**src/rtl/text_clock_updater.sv**
```systemverilog
// HH:MM:SS time-of-day counter that copies its value as ASCII into one text row.
// The row is rewritten only at the start of vertical blank, and only after the time has changed.
module text_clock_updater #(
    parameter int unsigned       CLK_HZ    = 25_000_000,
    parameter int unsigned       ADDR_W    = 11,
    parameter logic [ADDR_W-1:0] BASE_ADDR = '0
) (
    input  logic              vga_clk,
    input  logic              rst,
    input  logic              frame_start,
    input  logic              set_en,
    input  logic [7:0]        set_hh,
    input  logic [7:0]        set_mm,
    input  logic [7:0]        set_ss,
    output logic              wr_req,
    input  logic              wr_gnt,
    output logic [ADDR_W-1:0] wr_addr,
    output logic [7:0]        wr_data,
    output logic              busy,
    output logic              sec_tick
);

    localparam int unsigned PRESC_W = (CLK_HZ > 1) ? $clog2(CLK_HZ) : 1;
    localparam logic [PRESC_W-1:0] PRESC_MAX = PRESC_W'(CLK_HZ - 1);

    typedef enum logic {
        IDLE,
        WRITE
    } state_t;

    state_t             state;
    state_t             state_next;
    logic [PRESC_W-1:0] presc;
    logic [7:0]         hh;
    logic [7:0]         mm;
    logic [7:0]         ss;
    logic               dirty;
    logic [2:0]         index;
    logic [7:0]         snapshot [8];
    logic               wrap;
    logic               start;

    function automatic logic [7:0] bcd_inc(input logic [7:0] v, input logic [7:0] limit);
        if (v == limit)
            return 8'h00;
        else if (v[3:0] == 4'd9)
            return {v[7:4] + 4'd1, 4'd0};
        else
            return {v[7:4], v[3:0] + 4'd1};
    endfunction

    // Out-of-range fields or non-decimal nibbles load as 00.
    function automatic logic [7:0] bcd_check(input logic [7:0] v, input logic [7:0] limit);
        return (v[7:4] <= 4'd9 && v[3:0] <= 4'd9 && v <= limit) ? v : 8'h00;
    endfunction

    function automatic logic [7:0] ascii(input logic [3:0] n);
        return 8'h30 + {4'h0, n};
    endfunction

    assign wrap  = (presc == PRESC_MAX);
    assign start = (state == IDLE) && frame_start && dirty;

    always_ff @(posedge vga_clk) begin
        if (rst) begin
            state    <= IDLE;
            presc    <= '0;
            hh       <= 8'h00;
            mm       <= 8'h00;
            ss       <= 8'h00;
            dirty    <= 1'b1;
            index    <= 3'd0;
            sec_tick <= 1'b0;
            for (int i = 0; i < 8; i++)
                snapshot[i] <= 8'h00;
        end else begin
            state    <= state_next;
            sec_tick <= 1'b0;

            // A load wins over a coincident wrap, so that second is dropped.
            if (set_en) begin
                hh    <= bcd_check(set_hh, 8'h23);
                mm    <= bcd_check(set_mm, 8'h59);
                ss    <= bcd_check(set_ss, 8'h59);
                presc <= '0;
            end else if (wrap) begin
                presc    <= '0;
                sec_tick <= 1'b1;
                ss       <= bcd_inc(ss, 8'h59);
                if (ss == 8'h59) begin
                    mm <= bcd_inc(mm, 8'h59);
                    if (mm == 8'h59)
                        hh <= bcd_inc(hh, 8'h23);
                end
            end else begin
                presc <= presc + PRESC_W'(1);
            end

            if (set_en || wrap)
                dirty <= 1'b1;
            else if (start)
                dirty <= 1'b0;

            // The snapshot is frozen for the whole write burst; later time changes wait for the next frame.
            if (start) begin
                snapshot[0] <= ascii(hh[7:4]);
                snapshot[1] <= ascii(hh[3:0]);
                snapshot[2] <= 8'h3A;
                snapshot[3] <= ascii(mm[7:4]);
                snapshot[4] <= ascii(mm[3:0]);
                snapshot[5] <= 8'h3A;
                snapshot[6] <= ascii(ss[7:4]);
                snapshot[7] <= ascii(ss[3:0]);
                index       <= 3'd0;
            end else if (state == WRITE && wr_gnt && index != 3'd7) begin
                index <= index + 3'd1;
            end
        end
    end

    always_comb begin
        state_next = state;
        wr_req     = 1'b0;
        busy       = 1'b0;
        wr_addr    = BASE_ADDR;
        wr_data    = 8'h00;
        case (state)
            IDLE: begin
                if (frame_start && dirty)
                    state_next = WRITE;
            end
            WRITE: begin
                wr_req  = 1'b1;
                busy    = 1'b1;
                wr_addr = BASE_ADDR + ADDR_W'(index);
                wr_data = snapshot[index];
                if (wr_gnt && index == 3'd7)
                    state_next = IDLE;
            end
            default: state_next = IDLE;
        endcase
    end

endmodule

```
**config.mk**
```make
export PLATFORM = sky130hd
export DESIGN_NAME = text_clock_updater
export DESIGN_NICKNAME = d
export VERILOG_FILES = /design/src/rtl/text_clock_updater.sv
export SDC_FILE = /design/constraint.sdc
export NUM_CORES = 1
export LEC_CHECK = 0
export BUFFER_PORTS_ARGS = -buffer_cell sky130_fd_sc_hd__buf_2
export CORE_UTILIZATION = 52
export CTS_CLUSTER_SIZE = 16
export DETAILED_ROUTE_END_ITERATION = 10
export GPL_TIMING_DRIVEN = 0
export PLACE_DENSITY = 0.75
export SYNTH_ARGS = -nofsm -noshare
export SYNTH_HDL_FRONTEND = slang
export SYNTH_SLANG_ARGS = --single-unit
```
**constraint.sdc**
```tcl
create_clock -name vga_clk -period 3.4 [get_ports vga_clk]
set_clock_uncertainty 0.1 [all_clocks]
set_input_delay 0.34 -clock vga_clk [delete_from_list [all_inputs] [get_ports vga_clk]]
set_output_delay 0.34 -clock vga_clk [all_outputs]
set_load 0.1 [all_outputs]
```
# ---- Yosys cells after proc, flatten, opt, wreduce, memory -nomap -nowiden
# Memory sizes are Yosys's and may differ from the RTL's. A register that Yosys moved wholly into a read port is not among the register bits.
# Index checks and enable logic that the tools add are counted.
dict set report totals {
  elab_cells 121
  ramBits 56
  n_memories 1
  out_inout_bits 22
  input_bits 29
  regBits 55
}
dict set report classes {
  n_eq_ne 9
  muxes 40
  addsub 14
  reduce_logical 28
  order_cmp 9
  n_bitwise 9
}
# name depth word_bits rd rd_ports_with_merged_regs wr line_no
set memory_table {}
lappend memory_table {snapshot 8 7 1 1 8 39} ;# logic [7:0] snapshot [8];
# cell n
set ops {}
lappend ops {{8-bit two-way mux} 19}
lappend ops {{7-bit two-way mux} 8}
lappend ops {{6-bit by 4-bit adder with 7-bit output, first input constant} 6}
lappend ops {{25-bit by 1-bit adder with 25-bit output, second input constant} 1}
lappend ops {{25-bit equality test, second input constant} 1}
lappend ops {{4-bit by 1-bit adder with 4-bit output, second input constant} 6}
lappend ops {{4-bit less-or-equal comparator, second input constant} 6}
lappend ops {{8-bit by 7-bit equality test with 1-bit output, second input constant} 2}
lappend ops {{8-bit by 7-bit less-or-equal comparator with 1-bit output, second input constant} 2}
lappend ops {{4-bit equality test, second input constant} 3}
lappend ops {{1-bit logical AND} 12}
lappend ops {{1-bit two-way mux} 9}
lappend ops {{3-bit two-way mux} 3}
lappend ops {{3-bit nonzero test} 3}
lappend ops {{8-bit by 6-bit equality test with 1-bit output, second input constant} 1}
lappend ops {{8-bit by 6-bit less-or-equal comparator with 1-bit output, second input constant} 1}
lappend ops {{1-bit bitwise OR} 8}
lappend ops {{3-bit AND reduction} 2}
lappend ops {{2-bit nonzero test} 3}
lappend ops {{2-bit OR reduction} 3}
lappend ops {{2-bit AND reduction} 2}
lappend ops {{4-bit AND reduction} 1}
lappend ops {{3-bit by 1-bit adder with 3-bit output, second input constant} 1}
lappend ops {{3-bit equality test, second input constant} 1}
lappend ops {{5 further kinds} 5}

# ---- Logic depth before layout (Yosys ltp)
# Gate-level depths: netlist of the first run.
dict set report depth {
  ltp_word 7
  mapped_depth 9
  ltp_nobuf 7
}

# ---- Worst setup path before layout of the first run
# No wires, ideal clock.
dict set report synth_path {
  kind {register to output}
  startpoint {reg state}
  endpoint {out wr_data[5]}
  arrival_time_ns 3.165
  setup_slack_ns -0.205
  required_time_ns 2.960
  path_stages_with_launch 5
  n_path_buf 2
  path_cell_list {dfxtp_1 -> clkbuf_1 -> o21ai_0 -> nor2_1 -> buf_4}
}
dict set report synth_via {
  elab_chain_cells 1
}
# item line_no
set synth_rtl {}
lappend synth_rtl {{start: declaration} 31} ;# state_t state;
lappend synth_rtl {{start signal: assignment} 77} ;# state <= state_next;
lappend synth_rtl {{8-bit two-way mux} 127} ;# case (state)
lappend synth_rtl {{end: declaration} 18} ;# output logic [7:0] wr_data,
# Every way passes these cells.

==> flow_summary.ini, run 1 <==
[outcome]
status = finished clean

[setup_path]
cp_max_fo = 10
worst-r2r-cell-count = 9
crit_path_end_kind = output pin
r2r-start = presc[0]$_SDFF_PP0_
regToRegSetupSlack_ns = 0.61
setup.worst_path.class = reg -> out
worstPathArrival_ns = 2.38
critPathRequiredTime_ns = 2.96
timing.rr.end = presc[16]$_SDFF_PP0_
critPathLaunchType = register

[clock_tree]
tritoncts = done
clkTransAtPathRegs_ns = 0.08
cts_setup_buffers = 0
htree_levels = 3
clkSinkCount = 85
clock_path_buffers = 2
cts_buffers = 9
cts_resized = 0
hold_buffers = 0
cts_root_buffer = clkbuf_8
clk_latency_ns = 0.35

[yosys]
netlist.area_leader.share_pct = 26.2
synth-simple-area-share_pct = 25.0
synth.area.mux_share_pct = 2.28
synthDistinctLibCells = 61
synth_fa_ha_area_share_pct = 4.17
synth_cells = 492
synth_top_family_by_area = simple AND/OR/NAND/NOR gates
avgSynthCellArea_sq_um = 9.16
synth-seq-cells = 85
synthArstFlopShare_pct = 0
syn-cell-area_sq_um = 4510
yosysSeqAreaShare_pct = 43.5
synth_area_leaders = dfxtp_1 26%, edfxtp_1 17%, nor2_1 4.9%
synth-edff-count = 26
ys.warnings.count = 0
yosysTopAreaCell = dfxtp_1
yosys.area_share.xor_xnor_pct = 5.05
synth-compound-area-share_pct = 13.5
synth-main-ff-cell = dfxtp_1

[power]
p_leak_nw = 1.91
total_power_w = 0.00213
peakVddDrop_v = 0.000240
p_per_area_nw_per_um2 = 419

[sta]
slew_headroom_pct = 18.4
max_clock_freq_ghz = 0.355
period_minus_slack_ns = 2.82
worstMarginPinSlew_ns = 1.22
slew_violations = 0
hold_violations = 0
tns_ns = 0
post-route-period-util_pct = 82.9
setup-violations-final = 0
hold_slack_ns = 0.115
grt_setup_unrepaired = false

[global_route]
grt_pass1_vias = 3409
grt_use_total_pct = 23.8
grt_max_degree = 31
overflow = 0
grt_pass1_wl_um = 16300
grt_antenna_before_repair = 0

[route]
ant_nets = 0
wl_per_cell_um = 15.6
drc = 0
via_count = 3816
routed_wl_um = 10300
drtIter0Drc = 309
viasPerCell = 5.78
firstDrtPassIters = 5

[layout]
antenna_cells = 0
final_layout_size_suffix_gt1_share_pct = 14.4
fin_nets = 594
finalInstanceArea_sq_um = 5090
layout_commonest_cell = dfxtp_1
finalNonFillerCells = 660
synthToLayoutAreaGrowth_pct = 12.9
final_cell_mix = 59 x dfxtp_1, 58 x nor2_1, 40 x buf_2

[run]
drv_cap = 0

[hold_path]
min_path_cells = 2
hold_class = in -> reg
min_to = state$_SDFF_PP0_
hp-start = wr_gnt

[floorplanning]
die-width_um = 95.1
core_sq_um = 8300
ios = 51
fp.dieH_um = 95.1
start_util_pct = 54.3
dieArea_sq_um = 9040
num_rows = 33

[placed_design]
placed_cells = 644
numPortBuffers = 38
gp_congestion = 0.979
dp_hpwl_um = 7670
postPlaceCellArea_sq_um = 4860
where the power goes:
group          internal, W  switching (W)  leakage (nW)
sequential         0.00108      0.0000223         0.758
combinational    0.0000687       0.000193          1.04
clock             0.000401       0.000365         0.111
worst max-delay path, cell delays in order (launching register included):
cell      delay [ns]
dfxtp_1         0.31
clkbuf_1        0.36
clkbuf_1        0.44
mux2i_1         0.14
o211ai_1        0.18
o211a_1         0.17
buf_2           0.42
flip-flops by register name, indices dropped and copies added, names as in the netlist, named ones only:
register and cells:
snapshot 27, state 1, ss 8, sec_tick 1
presc 25, dirty 1, hh 8, mm 8
index 3
kinds of logic after synthesis:
kind of cell,Yosys count
other,1
adders and majority gates,15
xor gates and xnor gates,26
buffers and inverters,62
DFF,85
muxes,10
AOI/OAI and AO/OA,86
and+or+nand+nor,207
worst max-delay path by stage:
stage	slack, ns	depth (start not counted)	end	start
4_1_cts	0.58	6	wr_data[1]	register
2_1_floorplan	0.10	3	wr_data[3]	state$_SDFF_PP0_
6_report	0.58	6	wr_data[1]	register
3_3_place_gp	0.68	9	presc[12]$_SDFF_PP0_	presc[0]$_SDFF_PP0_
3_5_place_dp	0.63	9	presc[11]$_SDFF_PP0_	presc[0]$_SDFF_PP0_
5_1_grt	0.38	7	wr_data[3]	register
metrics by stage:
stage / setup slack [ns] / utilization, %
global route: 0.380 / 61.3
detailed placement: 0.632 / 58.6
CTS: 0.576 / 61.3
finish: 0.581 / 61.3
floorplan: 0.100 / -
global placement: 0.680 / 58.6
cells in the mapped netlist (7+ instances only):
cell,instances
dfxtp_1,59
nor2_1,59
edfxtp_1,26
inv_1,25
nand3_1,23
clkbuf_1,20
a21oi_1,19
nand2_1,19
xor2_1,19
nor3_1,16
ha_1,15
o21ai_0,15
and2_1,14
nand4_1,13
buf_4,12
mux2i_1,8
nor4_1,8
a211oi_1,7
and3_1,7
xnor2_1,7
per-layer routing:
metal | vias to the layer above | wire, um | share of wire (%) | track usage [%]
li1 | 1899 | - | - | -
met1 | 1778 | 4740 | 46 | 30.9
met2 | 115 | 4740 | 46 | 38.8
met3 | 24 | 499 | 4.9 | 3.51
met4 | 0 | 278 | 2.7 | 11.2
met5 | - | 0 | 0 | 0
final cells by class:
cell class | instances | area (sq um)
fill | 716 | 3210
multi-input combinational | 354 | 2290
inverter | 25 | 93.8
timing repair buffer | 38 | 190
clock inverter | 3 | 21.3
clock buffer | 13 | 203
sequential | 85 | 1960
buffer | 37 | 194
tap | 105 | 131
(Power assumes the default switching activity.)
==> inputs of run 2 (changes only) <==
Settings changed: PLACE_DENSITY 0.75 to 0.78.
Clock period 3.4 ns to 2.4 ns, I/O delays scaled along.
==> run 2 against run 1 <==
Total power rose by 34%. Flip-flop and latch count did not move. Critical path type is now reg -> reg. Global-route usage rose by 1.3 points. Die area did not move. Register-to-register slack got worse by 0.55 ns. Sequential power rose by 42%. First-iteration DRC count rose by 6.8%. Hold slack got worse by 0.011 ns. Combinational power rose by 46%. Wire length rose by 4.9%. Clock power rose by 19%. Via count rose by 2.6%.
==> flow_summary.ini, run 2 (same netlist as run 1, synthesis figures left out) <==
[sta]
slew_headroom_pct = 25.7
hold_slack_ns = 0.104
hold_violations = 0
worstMarginPinSlew_ns = 1.11
setup_ws_ns = 0.0627
max_clock_freq_ghz = 0.428
period_minus_slack_ns = 2.34
setup-violations-final = 0
post-route-period-util_pct = 97.4
tns_ns = 0
slew_violations = 0

[layout]
final_layout_size_suffix_gt1_share_pct = 20.9
antenna_cells = 0
fillCellCount = 679
final_cell_mix = 57 x nor2_1, 46 x dfxtp_1, 37 x buf_2
fin_nets = 598
layout_commonest_cell = nor2_1
utilization_pct = 63.0
synthToLayoutAreaGrowth_pct = 16.1
finalInstanceArea_sq_um = 5230
top_regs = snapshot (27), presc (25)
largest-register = snapshot
largest_reg_flops = 27

[clock_tree]
clock_path_buffers = 2
cts_root_buffer = clkbuf_8
htree_levels = 3
cts_buffers = 9
clkTransAtPathRegs_ns = 0.09
tritoncts = done
clk_latency_ns = 0.35
clkSinkCount = 85

[route]
drc = 0
ant_nets = 0
via_count = 3914
wl_per_cell_um = 16.2
viasPerCell = 5.89
drtIter0Drc = 330
routed_wl_um = 10800
firstDrtPassIters = 5

[global_route]
grt_max_degree = 31
grt_use_total_pct = 25.1
grt_antenna_before_repair = 0
use_met2_pct = 42.3
grt_pass1_wl_um = 17300
grt_pass1_vias = 3640
use_met3_pct = 4.94
top_usage_layer = met2
grtUsageMet1_pct = 32.2
overflow = 0

[power]
p_leak_nw = 1.96
peakVddDrop_v = 0.000264
p_per_area_nw_per_um2 = 546

[setup_path]
worstPathArrival_ns = 2.44
crit_path_end_kind = register
setup.worst_path.class = reg -> reg
r2r-start = mm[1]$_SDFFE_PP0P_
cp_cell_sequence = inv_1, ha_2, nand2_1, or2_2, or4_4, a221oi_2, a311oi_1
worst-r2r-cell-count = 7
critPathLaunchType = register
critPathRequiredTime_ns = 2.51
cp.depth = 7
crit_start = mm[1]$_SDFFE_PP0P_
critPathMaxStageDelay_ns = 0.63
cp_max_fo = 7
regToRegSetupSlack_ns = 0.06
slowest_stage = or4_4
cp_top_family = simple AND/OR/NAND/NOR gates
timing.rr.end = mm[5]$_SDFFE_PP0P_
endpoint = mm[5]$_SDFFE_PP0P_
worst-path-buf-inv = 1

[placed_design]
gp_congestion = 0.962
numPortBuffers = 38
dp_hpwl_um = 7770
postPlaceCellArea_sq_um = 4880
place_ws_ns = -0.331

[floorplanning]
num_rows = 33
ios = 51
start_util_pct = 54.3
fp.dieH_um = 95.1
dieArea_sq_um = 9040
core_sq_um = 8300
die-width_um = 95.1

[hold_path]
hold_class = in -> reg

[outcome]
status = finished clean

[run]
drv_cap = 0
## run 2: metal layers
layer	part of all wire (%)	wire [um]
met1	45	4800
met2	49	5290
met4	1.4	148
met5	0	0
met3	4.9	531
## run 2: final cells by class
cell class	instances	area (sq um)	area share, %
Buffer	33	175	3.35
Clock buffer	10	128	2.44
Clock inverter	6	46.3	0.885
Inverter	25	93.8	1.79
Multi-Input combinational cell	354	2410	46.1
Sequential cell	85	1990	38.0
Tap cell	105	131	2.51
Timing Repair Buffer	46	258	4.93
## run 2: how the worst min path moves through the flow
stage               slack (ns)                 end  cells past startpoint   startpoint
floorplan                 0.25    state$_SDFF_PP0_                      1       wr_gnt
global placement          0.35    state$_SDFF_PP0_                      2       wr_gnt
detailed placement        0.35    state$_SDFF_PP0_                      2       wr_gnt
CTS                        0.1  dirty$_SDFFE_PP1P_                      3  frame_start
global route              0.13  dirty$_SDFFE_PP1P_                      3  frame_start
finish                    0.10  dirty$_SDFFE_PP1P_                      3  frame_start
## run 2: worst register-to-register path: cells and delay by family, from the launching register on
family	cells	cell delay [ns]
buffers and inverters	1	0.13
and+or+nand+nor	3	1.04
DFF	1	0.35
AOI/OAI and AO/OA	2	0.37
adders and majority gates	1	0.21
## run 2: timing repair
action                                 4_1_cts  5_1_grt
pin swaps                                    1        5
resized for setup                           21       22
setup endpoints to repair                   33       44
buffers inserted                             5        2
endpoints found under the hold margin        1        0
hold buffers                                 1        0
## run 2: where the power goes
group / total [W] / internal (W) / switching, W
logic: 0.000383 / 0.000105 / 0.000279
registers: 0.00156 / 0.00153 / 0.0000330
clock network: 0.000912 / 0.000384 / 0.000529
## run 2: through the flow
stage	total power, W	instances
final	0.00286	664
after global routing	0.00297	664
after CTS	0.00286	664
after detailed placement	0.00197	644
after global placement	0.00196	644
after floorplan	0.00187	501
